**config.mk**
```make
export PLATFORM = sky130hd
export DESIGN_NAME = shift_sequencer
export DESIGN_NICKNAME = d
export VERILOG_FILES = /design/src/rtl/shift_pkg.sv /design/src/rtl/shift_step.sv /design/src/rtl/shift_sequencer.sv
export SDC_FILE = /design/constraint.sdc
export NUM_CORES = 1
export LEC_CHECK = 0
export CORE_MARGIN = 2
export CORE_UTILIZATION = 40
export DETAILED_ROUTE_END_ITERATION = 10
export GPL_TIMING_DRIVEN = 0
export PLACE_DENSITY_LB_ADDON = 0.08
export SYNTH_ARGS = -nofsm -noshare
export SYNTH_HDL_FRONTEND = slang
export SYNTH_SLANG_ARGS = --single-unit
export TNS_END_PERCENT = 10
```
**constraint.sdc**
```tcl
create_clock -name clk -period 3.6 [get_ports clk]
set_input_delay 0.36 -clock clk [delete_from_list [all_inputs] [get_ports clk]]
set_output_delay 0.36 -clock clk [all_outputs]
set_load 0.01 [all_outputs]
```
**src/rtl/shift_pkg.sv**
```systemverilog
// shift_pkg: op codes, FSM states and step-size constants shared by the shift sequencer.
package shift_pkg;
  typedef enum logic [1:0] {SH_SLL = 2'b00, SH_SRL = 2'b01, SH_ROTR = 2'b10, SH_SRA = 2'b11} op_e;
  typedef enum logic [1:0] {IDLE, SHIFT, DONE} state_e;
  localparam int STEP_W_DEF = 2;
  localparam int STEP_MAX = 2**STEP_W_DEF - 1;
endpackage

```
**src/rtl/shift_step.sv**
```systemverilog
// shift_step: combinational 0..2**STEP_W-1 bit shifter; op=ROTR rotates only with SHIFT_ROTATE_EN,
// otherwise it passes din through unchanged.
module shift_step import shift_pkg::*; #(
  parameter int DATA_W = 32,
  parameter int STEP_W = STEP_W_DEF
) (
  input  logic [DATA_W-1:0] din,
  input  op_e               op,
  input  logic [STEP_W-1:0] step,
  output logic [DATA_W-1:0] dout
);
  logic [DATA_W-1:0] rot, sra;
  assign sra = $signed(din) >>> step;
`ifdef SHIFT_ROTATE_EN
  assign rot = (din >> step) | (din << (DATA_W - int'(step)));
`else
  assign rot = din;
`endif
  always_comb dout = op == SH_SLL ? din << step : op == SH_SRL ? din >> step : op == SH_SRA ? sra : rot;
endmodule

```
**src/rtl/shift_sequencer.sv**
```systemverilog
// shift_sequencer: multi-cycle SLL/SRL/SRA unit stepping up to 2**STEP_W-1 bits per edge.
// Define SHIFT_ROTATE_EN to make op=10 a rotate-right; otherwise op=10 passes din through.
module shift_sequencer import shift_pkg::*; #(
  parameter int DATA_W = 32,
  parameter int AMT_W  = 5,
  parameter int STEP_W = STEP_W_DEF
) (
  input  logic              clk,
  input  logic              rst_n,
  input  logic              start_valid,
  output logic              start_ready,
  input  logic [1:0]        op,
  input  logic [AMT_W-1:0]  amt,
  input  logic [DATA_W-1:0] din,
  output logic              result_valid,
  input  logic              result_ready,
  output logic [DATA_W-1:0] result,
  output logic              busy
);
  localparam logic [AMT_W-1:0] SMAX = AMT_W'(2**STEP_W - 1);
`ifdef SHIFT_ROTATE_EN
  localparam bit ROT_EN = 1'b1;
`else
  localparam bit ROT_EN = 1'b0;
`endif
  state_e            state_q, state_d;
  op_e               op_q, op_d, op_cur;
  logic [DATA_W-1:0] result_q, result_d, sh_in, sh_out;
  logic [AMT_W-1:0]  rem_q, rem_d, rem_cur, step_a;
  logic              accept, bypass;
  // The first step is taken on the accept edge itself, giving max(1, ceil(amt/STEP_MAX)) latency.
  always_comb begin
    accept   = state_q == IDLE && start_valid;
    op_cur   = accept ? op_e'(op) : op_q;
    rem_cur  = accept ? amt : rem_q;
    sh_in    = accept ? din : result_q;
    step_a   = rem_cur > SMAX ? SMAX : rem_cur;
    bypass   = op_cur == SH_ROTR && !ROT_EN;
    state_d  = state_q;
    result_d = result_q;
    rem_d    = rem_q;
    op_d     = op_q;
    if (accept || state_q == SHIFT) begin
      result_d = sh_out;
      op_d     = op_cur;
      rem_d    = bypass ? '0 : rem_cur - step_a;
      state_d  = rem_d == '0 ? DONE : SHIFT;
    end else if (state_q == DONE && result_ready) begin
      state_d  = IDLE;
    end
  end
  shift_step #(.DATA_W(DATA_W), .STEP_W(STEP_W)) u_step (
    .din  (sh_in),
    .op   (op_cur),
    .step (step_a[STEP_W-1:0]),
    .dout (sh_out)
  );
  always_ff @(posedge clk) begin
    if (!rst_n) begin
      state_q  <= IDLE;
      result_q <= '0;
      rem_q    <= '0;
      op_q     <= SH_SLL;
    end else begin
      state_q  <= state_d;
      result_q <= result_d;
      rem_q    <= rem_d;
      op_q     <= op_d;
    end
  end
  assign start_ready  = state_q == IDLE;
  assign result_valid = state_q == DONE;
  assign busy         = state_q != IDLE;
  assign result       = result_q;
endmodule

```
# Word-level counts from Yosys, hierarchy flattened
# Index checks and enable logic that the tools add are counted.
[word_totals]
inputBits = 43
elab_cells = 33
ff_bits = 41
out_inout_bits = 35
[op_classes]
shift = 3
n_eq_ne = 5
n_addsub = 1
n_reduce_logical = 8
order_cmp = 1
muxes = 11
[op_table]
columns = ["operator", "count"]
rows = [
  ["$mux W32", 4],
  ["$shl A32 B2 Y32", 1],
  ["$shr A32 B2 Y32", 1],
  ["$sshr A32 B2 Y32", 1],
  ["$mux W5", 3],
  ["$mux W2", 4],
  ["$eq A2 B2 Y1 const B", 3],
  ["$gt A5 B2 Y1 const B", 1],
  ["$logic_not A5 Y1", 1],
  ["$sub A5 B5 Y5", 1],
  ["$eq A2 B1 Y1 const B", 2],
  ["$logic_not A2 Y1", 2],
  ["$reduce_bool A2 Y1", 2],
  ["$logic_and A1 B1 Y1", 2],
  ["$logic_or A1 B1 Y1", 1],
]

# Depth between registers and ports, before layout
# Gate-level depths: netlist of run 1.
[depth]
depth_word = 10
mapped_depth = 14
depth_no_buf = 11

# Hierarchy
# From an unflattened synthesis of run 1, not the netlist that was laid out.
[unflattened]
cells_unflattened = 458
hier_area_um2 = 4166.5
[by_module_without_submodules]
columns = ["mod", "seq_area_each_um2", "instances", "area_each_um2", "cells_each"]
rows = [
  ["shift_sequencer", 820.8, 1, 2169.6, 246],
  ["shift_step", 0.0, 1, 1996.9, 212],
]

# Worst setup path after synthesis of run 1
# OpenSTA, ideal clock, no wires.
[synth_path]
path_kind = "input to register"
from = "input port start_valid"
to = "register state_q[0]"
cell_stages = 14
setup_ns = 0.116
required_time_ns = 3.484
setup_slack_ns = 0.638
n_path_buf = 4
arrival_ns = 2.846
cell_sequence = "nor3b_1 buf_4 buf_4 buf_2 buf_2 nor3_1 nor2_1 ha_1 nor3_1 xnor2_1 mux2i_1 or4_1 o32a_1 o211a_1"
[synth_via]
elab_chain_cells = 9
elab_cells_between_ends = 13
cone_classes = "add/sub: 1; order compare: 1; eq/ne: 1; mux: 6; reduce/logical: 4"
[synth_rtl]
columns = ["item", "line", "rtl"]
rows = [
  ["start: declaration", "shift_sequencer.sv:10", "input logic start_valid,"],
  ["$logic_and A1 B1 Y1 *", "shift_sequencer.sv:33", "accept = state_q == IDLE && start_valid;"],
  ["$mux W5", "shift_sequencer.sv:35", "rem_cur = accept ? amt : rem_q;"],
  ["$gt A5 B2 Y1", "shift_sequencer.sv:37", "step_a = rem_cur > SMAX ? SMAX : rem_cur;"],
  ["$mux W5", "shift_sequencer.sv:37", ""],
  ["$sub A5 B5 Y5", "shift_sequencer.sv:46", "rem_d = bypass ? '0 : rem_cur - step_a;"],
  ["$mux W5", "shift_sequencer.sv:46", ""],
  ["$logic_not A5 Y1", "shift_sequencer.sv:47", "state_d = rem_d == '0 ? DONE : SHIFT;"],
  ["$mux W2", "shift_sequencer.sv:47", ""],
  ["$mux W2", "shift_sequencer.sv:43", "if (accept || state_q == SHIFT) begin"],
  ["end signal: assignment", "shift_sequencer.sv:65", "state_q <= state_d;"],
  ["end: declaration", "shift_sequencer.sv:26", "state_e state_q, state_d;"],
]
# Mark *: on every way between the ends. The rest lies on a longest branch, timed or not.
# A chain may end at the register's enable or synchronous reset.

# Final worst setup path of run 1
# Same ends and word-level chain as after synthesis.

==> qor.yml, run 1 <==
synth:
  synth_simple_gate_area_frac: 0.193
  synth_flop_cell: "dfxtp_1"
  synth_edf_count: 0
  synth_top_family_by_area: "compound AO/OA/AOI/OAI gates"
  synth_xor_area_frac: 0.0110
  synth_adder_area_share: 0.00313
  synthArstFlopShare: 0
  yosysWarnings: 0
  yosysUniqueCellTypes: 64
  synth_top_area_share: 0.205
  synthTopCellsByArea: "dfxtp_1 (21%), mux2i_1 (15%), o21ai_0 (7.3%)"
  avgSynthCellArea_sq_um: 7.55
  yosysTopAreaCell: "dfxtp_1"
  syn_area_sq_um: 4000
  synthCells: 529
  ys_ff_latch: 41
  seq_area_frac_synth: 0.205
  synthMuxAreaShare: 0.205
  syn-num-nets: 573
  synth_compound_area_frac: 0.321
finish:
  syn_to_final_growth_pct: 26.4
  layout-drive-gt1-share: 0.103
  layout.cells.non_filler: 745
  fillCellCount: 1017
  nets: 655
  num_antenna_cells: 0
  stdcell_area_sq_um: 5050
global_routing:
  grt_overflow_total: 0
  grt_pass1_wl_mm: 27.0
  antenna_found_initial: 0
  grt_pass1_vias: 4674
  grt_max_degree: 20
  grtUsageTotal: 0.315
detailed_routing:
  via_count: 4855
  drc_errors: 0
  ant_nets: 0
  drt_iter0_markers: 505
  viasPerCell: 6.52
  post_drt_wl_per_cell_microns: 23.1
  drt-pass1-iter-count: 5
  wirelength_mm: 17.2
placement:
  port_buffers: 76
  dpl.hpwl_mm: 12.6
  placed_area_sq_um: 4920
  gp_congestion: 0.991
  place_inst: 738
floorplanning:
  start_util: 0.411
  die_h_microns: 104
  dieArea_sq_um: 10800
  rows: 36
  ioPinCount: 78
  die_width_microns: 104
  coreArea_sq_um: 9730
sta:
  clock.fmax_mhz: 292
  drv_slew: 0
  tns_ns: 0
  finalSetupViolCount: 0
  worstMarginPinSlew_ns: 1.04
  whs_ns: 0.578
  min_period_over_period: 0.950
  fin_worst_skew_ns: 0.00836
  hold_violations: 0
  rsz0062_at_grt: "false"
  slew_headroom: 0.286
  finalCriticalPeriod_ns: 3.42
worst_hold_path:
  hold_class: "flop to flop"
setup_path:
  setup.worst_path.end_class: "flop"
  cp_max_fo: 9
  worstPathArrival_ns: 3.63
  start_kind: "primary input"
  critPathKind: "primary input to flop"
  worstPathRequired_ns: 3.81
clock_network:
  clock-sinks: 41
  clk_pin_slew_ns: 0.09
  cts_max_level: 2
  post_cts_buffers: 0
  tritoncts: "done"
  clockRootBuffer: "clkbuf_8"
  numCtsBuffers: 5
  clk_path_buf_depth: 2
  insertion_delay_ns: 0.31
power_and_ir_drop:
  peakVddDrop_mv: 0.423
  p_leak_uw: 0.00190
  p_per_area_nw_per_um2: 1270
job:
  maxCapViolCount: 0
status:
  outcome: "complete, no violations"
worst max-delay path, stage by stage:
cell             delay (ns)
clkdlybuf4s50_1        0.54
or3b_1                 0.35
buf_2                  0.20
mux2_4                 0.39
nor2_2                 0.14
inv_1                  0.06
ha_1                   0.22
nor3_1                 0.20
xnor2_1                0.14
mux2i_1                0.11
or4_1                  0.40
o32a_1                 0.36
o211a_1                0.15
flip-flops by register name (all words and copies together), names as in the netlist:
signal and cells:
state_q 2, rem_q 5, result 32, op_q 2
metrics by stage:
step                setup WS [ns]  utilization  power (uW)
floorplan                   0.638            -        4180
global placement           -0.527        0.506        5850
detailed placement         -0.536        0.506        5840
CTS                         0.122        0.517        6260
global route              0.00485        0.519        6840
finish                      0.178        0.519        6420
where the power goes:
part / internal [uW] / switching [uW] / leakage, uW / total [uW]
Clock: 227 / 184 / 0.0000585 / 411
Sequential: 675 / 202 / 0.000339 / 877
Combinational: 1980 / 3150 / 0.00150 / 5130
Total: 2880 / 3530 / 0.00190 / 6420
cell usage after synthesis (3+ instances only):
cell type	n
a211oi_1	8
a21boi_0	5
a21o_1	3
a21oi_1	31
a221o_1	4
a221oi_1	17
a22oi_1	6
a31oi_1	18
and2_1	5
and3_1	3
buf_2	14
buf_4	4
buf_6	4
clkbuf_1	21
dfxtp_1	41
inv_1	4
mux2_2	16
mux2i_1	60
nand2_1	60
nand2b_1	3
nand3_1	24
nor2_1	31
nor2b_1	4
nor3_1	10
nor4_1	4
o211ai_1	5
o21a_1	3
o21ai_0	58
o221a_2	6
o22ai_1	7
o2bb2ai_1	3
or3_1	5
xnor2_1	4
cell families (layout without fill, tap and decap cells):
group           Yosys count  after routing
simple gates            162            162
fa+ha+maj                 1              1
mux                      78             78
xor+xnor                  5              5
compound gates          193            193
buf+inv                  49            132
flops                    41             41
final timing paths:
kind,from,end,slack (ns),depth (start not counted)
setup / recovery,start_valid,state_q[0],0.18,13
hold / removal,result[20],result[20],0.58,2
setup reg to reg,state_q[0],state_q[0],0.36,12
hold reg to reg,result[20],result[20],0.58,2
cells in the final DEF (no fill, tap or decap), types with 4 or more instances in the layout:
| cell type | instances |
|---|---|
| a21boi_0 | 5 |
| a31oi_1 | 18 |
| nand3_1 | 24 |
| inv_1 | 4 |
| o211ai_1 | 5 |
| nor2_1 | 30 |
| clkbuf_1 | 21 |
| nor2b_1 | 4 |
| a211oi_1 | 8 |
| clkbuf_8 | 6 |
| a22oi_1 | 6 |
| nand2_1 | 60 |
| xnor2_1 | 4 |
| o221a_2 | 6 |
| dfxtp_1 | 41 |
| a221o_1 | 4 |
| nor4_1 | 4 |
| mux2_2 | 15 |
| and2_1 | 5 |
| clkdlybuf4s50_1 | 76 |
| a221oi_1 | 17 |
| buf_2 | 12 |
| o21ai_0 | 58 |
| buf_6 | 5 |
| mux2i_1 | 59 |
| o22ai_1 | 7 |
| nor3_1 | 10 |
| a21oi_1 | 31 |
| or3_1 | 5 |
area by class of cell:
cell class | count | area, sq um | area share
multi-input combinational | 439 | 2940 | 0.582
sequential | 41 | 821 | 0.162
timing repair buffer | 76 | 761 | 0.151
buffer | 44 | 234 | 0.0463
tap | 133 | 166 | 0.0329
clock buffer | 7 | 86.3 | 0.0171
clock inverter | 1 | 30.0 | 0.00595
inverter | 4 | 15.0 | 0.00297
layer usage:
layer / vias up / routed length, microns / global-route usage
met5: - / 0 / 0
met1: 2326 / 7370 / 0.421
met3: 53 / 1580 / 0.0727
met2: 289 / 7700 / 0.496
met4: 0 / 597 / 0.109
li1: 2187 / - / -
timing repair:
| item | CTS | global route |
|---|---|---|
| cloned | 0 | 0 |
| gates resized for setup | 0 | 7 |
| setup endpoints to repair | 2 | 4 |
| hold buffers | 0 | 0 |
Note: power is estimated with default switching activity, not from simulation.
==> inputs of run 2 (changes only) <==
--- a/config.mk
+++ b/config.mk
@@ -7,9 +7,10 @@
 export LEC_CHECK = 0
 export CORE_MARGIN = 2
 export CORE_UTILIZATION = 40
+export CTS_BUF_LIST = sky130_fd_sc_hd__clkbuf_16
 export DETAILED_ROUTE_END_ITERATION = 10
 export GPL_TIMING_DRIVEN = 0
-export PLACE_DENSITY_LB_ADDON = 0.08
+export PLACE_DENSITY = 0.62
 export SYNTH_ARGS = -nofsm -noshare
 export SYNTH_HDL_FRONTEND = slang
 export SYNTH_SLANG_ARGS = --single-unit
==> run 2 against run 1 <==
Combinational power rose by 1%. Clock skew decreased by 0.0011 ns. First-iteration DRC count up 5.3%. Largest power group unchanged. Via count down 0.25%. Non-clock buffer count is the same. Die area unchanged. Sequential share of layout area is 0.052 points lower. Count of clock-buffer cells in the layout is 2 lower. Sequential cell count did not move. Global-route usage increased by 0.25 points. Critical path depth decreased by 4. Worst setup slack worse by 0.051 ns.
==> qor.yml, run 2 (synthesized netlist as in run 1, its figures left out) <==
status:
  outcome: "complete, no violations"
detailed_routing:
  via_count: 4843
  drt_iter0_markers: 532
  viasPerCell: 6.50
  drc_errors: 0
  post_drt_wl_per_cell_microns: 23.8
  drt-pass1-iter-count: 5
  ant_nets: 0
  wirelength_mm: 17.7
finish:
  layout_commonest_cell: "clkdlybuf4s50_1"
  mostFrequentLayoutCells: "clkdlybuf4s50_1 (76), nand2_1 (60), mux2i_1 (59)"
  num_antenna_cells: 0
  syn_to_final_growth_pct: 26.8
  finalCoreUtilization: 0.521
  fillCellCount: 1037
  largest_reg_flops: 32
  nets: 655
  layout-drive-gt1-share: 0.0997
setup_path:
  crit_family: "buffers and inverters"
  crit_chain: "clkdlybuf4s50_1 > nor3b_1 > buf_4 > mux2i_1 > nand2_4 > buf_2 > buf_2 > a222oi_1 > a21oi_1"
  rr_startpoint: "state_q[0]"
  start_kind: "primary input"
  setup.worst_path.end_class: "flop"
  crit_start: "start_valid"
  critPathKind: "primary input to flop"
  worstPathRequired_ns: 3.75
  cp_max_fo: 10
  worst_path_max_delay_cell: "mux2i_1"
  worstPathArrival_ns: 3.63
  crit_path_frequent_cell: "buf_2"
  crit_path_max_incr_delay_ns: 0.99
  critical_path_buf_inv_count: 4
sta:
  finalCriticalPeriod_ns: 3.47
  drv_slew: 0
  hold_violations: 0
  tns_ns: 0
  rsz0062_at_grt: "true"
  fin_worst_skew_ns: 0.00726
  min_period_over_period: 0.965
  slew_headroom: 0.181
  worstMarginPinSlew_ns: 1.19
  finalSetupViolCount: 0
  clock.fmax_mhz: 288
global_routing:
  grtUsageTotal: 0.317
  antenna_found_initial: 0
  grt_overflow_total: 0
  grt_pass1_vias: 4643
  grt_pass1_wl_mm: 26.9
  grt_max_degree: 20
clock_network:
  cts_max_level: 2
  cts_resized: 0
  post_cts_buffers: 0
  clk_path_buf_depth: 2
  postCtsHoldBufs: 0
  clockRootBuffer: "clkbuf_16"
  numCtsBuffers: 5
  clk_pin_slew_ns: 0.06
  clock-sinks: 41
  tritoncts: "done"
  insertion_delay_ns: 0.29
floorplanning:
  start_util: 0.411
  die_h_microns: 104
  die_width_microns: 104
  rows: 36
  coreArea_sq_um: 9730
  dieArea_sq_um: 10800
  ioPinCount: 78
placement:
  port_buffers: 76
  dpl.hpwl_mm: 12.7
  gp_congestion: 0.963
power_and_ir_drop:
  peakVddDrop_mv: 0.519
  p_int_uw: 2910
  p_per_area_nw_per_um2: 1280
  p_leak_uw: 0.00191
  p_sw_frac: 0.553
  p_sw_uw: 3600
  p_comb_frac: 0.797
  p_clk_frac: 0.068
  pwr-share-seq: 0.135
worst_hold_path:
  hold_class: "flop to flop"
  holdCritStartpoint: "result[6]"
job:
  maxCapViolCount: 0
-- run 2: changes by cell type in the layout (fill, tap and decap cells not counted), sizes merged --
cell and change:
bufinv -1, inv +3, clkbuf -2
-- run 2: area by class of cell --
cell class,count,area [sq um],area share
Clock inverter,3,11.3,0.00222
Buffer,44,234,0.0462
Sequential cell,41,821,0.162
Timing Repair Buffer,76,761,0.150
Tap cell,133,166,0.0328
Clock buffer,5,125,0.0247
Inverter,4,15.0,0.00296
Multi-Input combinational cell,439,2930,0.579
-- run 2: layer usage --
| layer | track usage | share of wire | vias to the layer above |
|---|---|---|---|
| li1 | - | - | 2186 |
| met1 | 0.416 | 0.42 | 2304 |
| met2 | 0.508 | 0.45 | 293 |
| met3 | 0.0545 | 0.090 | 60 |
| met4 | 0.144 | 0.041 | 0 |
| met5 | 0 | 0 | - |
-- run 2: path summary, 6_finish.rpt --
kind,endpoint,cells past startpoint,slack (ns)
worst min register to register,result[6],1,0.57
worst max-delay path,result[1],9,0.13
worst min-delay path,result[6],1,0.57
worst max register to register,result[1],8,0.35
-- run 2: power by group through the flow --
stage          registers [uW]  clock network [uW]  logic (uW)
2_1_floorplan             922                   0        3260
3_3_place_gp              874                   0        5000
3_5_place_dp              882                   0        5000
4_1_cts                   877                 454        5010
5_1_grt                   914                 476        5480
6_report                  880                 443        5190
-- run 2: per-stage QoR --
stage          cells  total power, uW  instance area (sq um)  setup WS, ns  hold WS, ns
4_1_cts          745             6340                   5050        0.0627        0.567
6_report         745             6510                   5070         0.127        0.565
3_3_place_gp     738             5870                   4920        -0.489        0.551
3_5_place_dp     738             5880                   4920        -0.531        0.552
2_1_floorplan    529             4180                   4000         0.638        0.489
5_1_grt          745             6870                   5070       -0.0721        0.580
==> inputs of run 3 (changes only) <==
--- a/config.mk
+++ b/config.mk
@@ -10,8 +10,8 @@
 export CTS_BUF_LIST = sky130_fd_sc_hd__clkbuf_16
 export DETAILED_ROUTE_END_ITERATION = 10
 export GPL_TIMING_DRIVEN = 0
-export PLACE_DENSITY = 0.62
 export SYNTH_ARGS = -nofsm -noshare
 export SYNTH_HDL_FRONTEND = slang
+export SYNTH_HIERARCHICAL = 1
 export SYNTH_SLANG_ARGS = --single-unit
 export TNS_END_PERCENT = 10
==> run 3 against run 2 <==
Non-clock buffer count unchanged. Critical path depth up 4. Final cell count down 8.9%. Worst hold slack worse by 0.092 ns. Sequential cell count unchanged. Clock skew down 0.0024 ns. Sequential power down 14%. Register-to-register slack better by 0.06 ns. Clock power down 1%. Via count down 19%. Largest power group unchanged.
==> qor.yml, run 3 <==
clock_network:
  clk_pin_slew_ns: 0.06
  clk_path_buf_depth: 2
  clockRootBuffer: "clkbuf_16"
  cts_max_level: 2
  tritoncts: "done"
  numCtsBuffers: 5
  insertion_delay_ns: 0.29
  clock-sinks: 41
  postCtsHoldBufs: 0
setup_path:
  cp_max_fo: 10
  start_kind: "primary input"
  worstPathArrival_ns: 3.51
  critPathKind: "primary input to flop"
  setup.worst_path.end_class: "flop"
  crit_chain: "clkdlybuf4s50_1 > nor3b_2 > buf_6 > buf_2 > buf_4 > mux2i_1 > nand2_1 > ha_1 > o31a_1 > or3_1 > o22a_1 > o41ai_4 > a21oi_1"
  crit_path_max_incr_delay_ns: 0.49
  worst_path_max_delay_cell: "clkdlybuf4s50_1"
  worstPathRequired_ns: 3.76
global_routing:
  antenna_found_initial: 0
  grt_overflow_total: 0
  grt_max_degree: 13
  grtUsageTotal: 0.204
  grt_pass1_wl_mm: 18.9
  grt_pass1_vias: 3894
detailed_routing:
  wirelength_mm: 11.1
  drc_errors: 0
  via_count: 3899
  viasPerCell: 5.74
  ant_nets: 0
  post_drt_wl_per_cell_microns: 16.4
  drt_iter0_markers: 291
  drt-pass1-iter-count: 5
sta:
  slew_headroom: 0.519
  worstMarginPinSlew_ns: 0.717
  min_period_over_period: 0.932
  fin_worst_skew_ns: 0.00482
  finalCriticalPeriod_ns: 3.35
  fin_ws_ns: 0.246
  finalSetupViolCount: 0
  hold_violations: 0
  rsz0062_at_grt: "false"
  drv_slew: 0
  clock.fmax_mhz: 298
finish:
  layout.cells.non_filler: 679
  num_antenna_cells: 0
  finalCoreUtilization: 0.514
  largest_reg_flops: 32
  layout_commonest_cell: "nand2_1"
  fillCellCount: 996
  multiInputGateArea_sq_um: 3050
  syn_to_final_growth_pct: 26.2
  mostFrequentLayoutCells: "nand2_1 (120), clkdlybuf4s50_1 (77), mux2_2 (61)"
  nets: 586
  regArea_sq_um: 821
  layout-drive-gt1-share: 0.230
synth:
  seq_area_frac_synth: 0.197
  yosysWarnings: 6
  synth_flop_cell: "dfxtp_1"
  synthTopCellsByArea: "dfxtp_1 (20%), mux2_2 (16%), mux4_2 (11%)"
  synth_top_area_share: 0.197
  ys_ff_latch: 41
  syn_area_sq_um: 4170
  synthArstFlopShare: 0
  avgSynthCellArea_sq_um: 9.10
  synthCells: 458
  synth.most_common_cell: "nand2_1"
  syn-num-nets: 502
  synth_common_cells: "nand2_1 (120), mux2_2 (61), dfxtp_1 (41), a21boi_0 (32), a222oi_1 (24)"
  yosysUniqueCellTypes: 54
  yosysTopAreaCell: "dfxtp_1"
  synth_edf_count: 0
placement:
  dpl.hpwl_mm: 8.24
  port_buffers: 77
  place_inst: 671
  gp_congestion: 0.829
  dp_slack_ns: -0.193
floorplanning:
  start_util: 0.407
  rows: 37
  dieArea_sq_um: 11200
  coreArea_sq_um: 10200
  die_h_microns: 106
  ioPinCount: 78
  die_width_microns: 106
status:
  outcome: "complete, no violations"
power_and_ir_drop:
  peakVddDrop_mv: 0.341
  p_leak_uw: 0.00205
  p_per_area_nw_per_um2: 949
job:
  maxCapViolCount: 0
worst_hold_path:
  hold_class: "flop to flop"
-- run 3: final timing paths --
check	start	to	slack (ns)	depth (start not counted)
hold reg to reg	result[0]	result[0]	0.47	2
hold / removal	result[0]	result[0]	0.47	2
setup reg to reg	state_q[1]	state_q[0]	0.41	12
setup / recovery	start_valid	state_q[0]	0.25	13
-- run 3: timing repair --
action,CTS,global route
endpoints found under the setup margin,0,11
gates resized for setup,0,3
buffers inserted,0,0
-- run 3: final cells by class --
type,count,share of cell area
clock inverter,3,0.00238
sequential,41,0.156
clock buffer,5,0.0238
timing repair buffer,77,0.147
tap,136,0.0324
multi-input combinational,367,0.580
inverter,7,0.00500
buffer,43,0.0535
-- run 3: cell families after synthesis --
logic type,synth area share
AND/OR/NAND/NOR,0.176
AO/OA/AOI/OAI,0.189
multiplexers,0.360
adder cells (fa/ha/maj),0.00300
flip-flops,0.197
buffers and inverters,0.0733
XOR/XNOR,0.00210
-- run 3: where the power goes --
part           total [uW]  internal, uW  switching (uW)
Sequential            760           629             132
Combinational        3790          1920            1870
Clock                 437           251             186
Total                4990          2800            2190
-- run 3: worst max-delay path, delay by kind of cell --
family                     cells  cell delay (ns)
muxes                          1             0.26
adders and majority gates      1             0.27
buffers and inverters          4             1.13
and+or+nand+nor                3             0.64
AOI/OAI and AO/OA              4             0.84
-- run 3: per-layer routing --
layer / up-vias / track usage / wire (microns)
li1: 1903 / - / -
met1: 1865 / 0.270 / 5100
met2: 118 / 0.342 / 5310
met3: 13 / 0.0288 / 576
met4: 0 / 0.0667 / 134
met5: - / 0 / 0
-- run 3: through the flow --
step	cell area (sq um)	TNS [ns]	total power (uW)	hold WS [ns]
floorplan	4170	0	3560	0.497
global placement	5110	-0.317	4450	0.467
detailed placement	5110	-0.430	4510	0.472
CTS	5250	0	4970	0.481
global route	5260	0	5410	0.510
finish	5260	0	4990	0.474
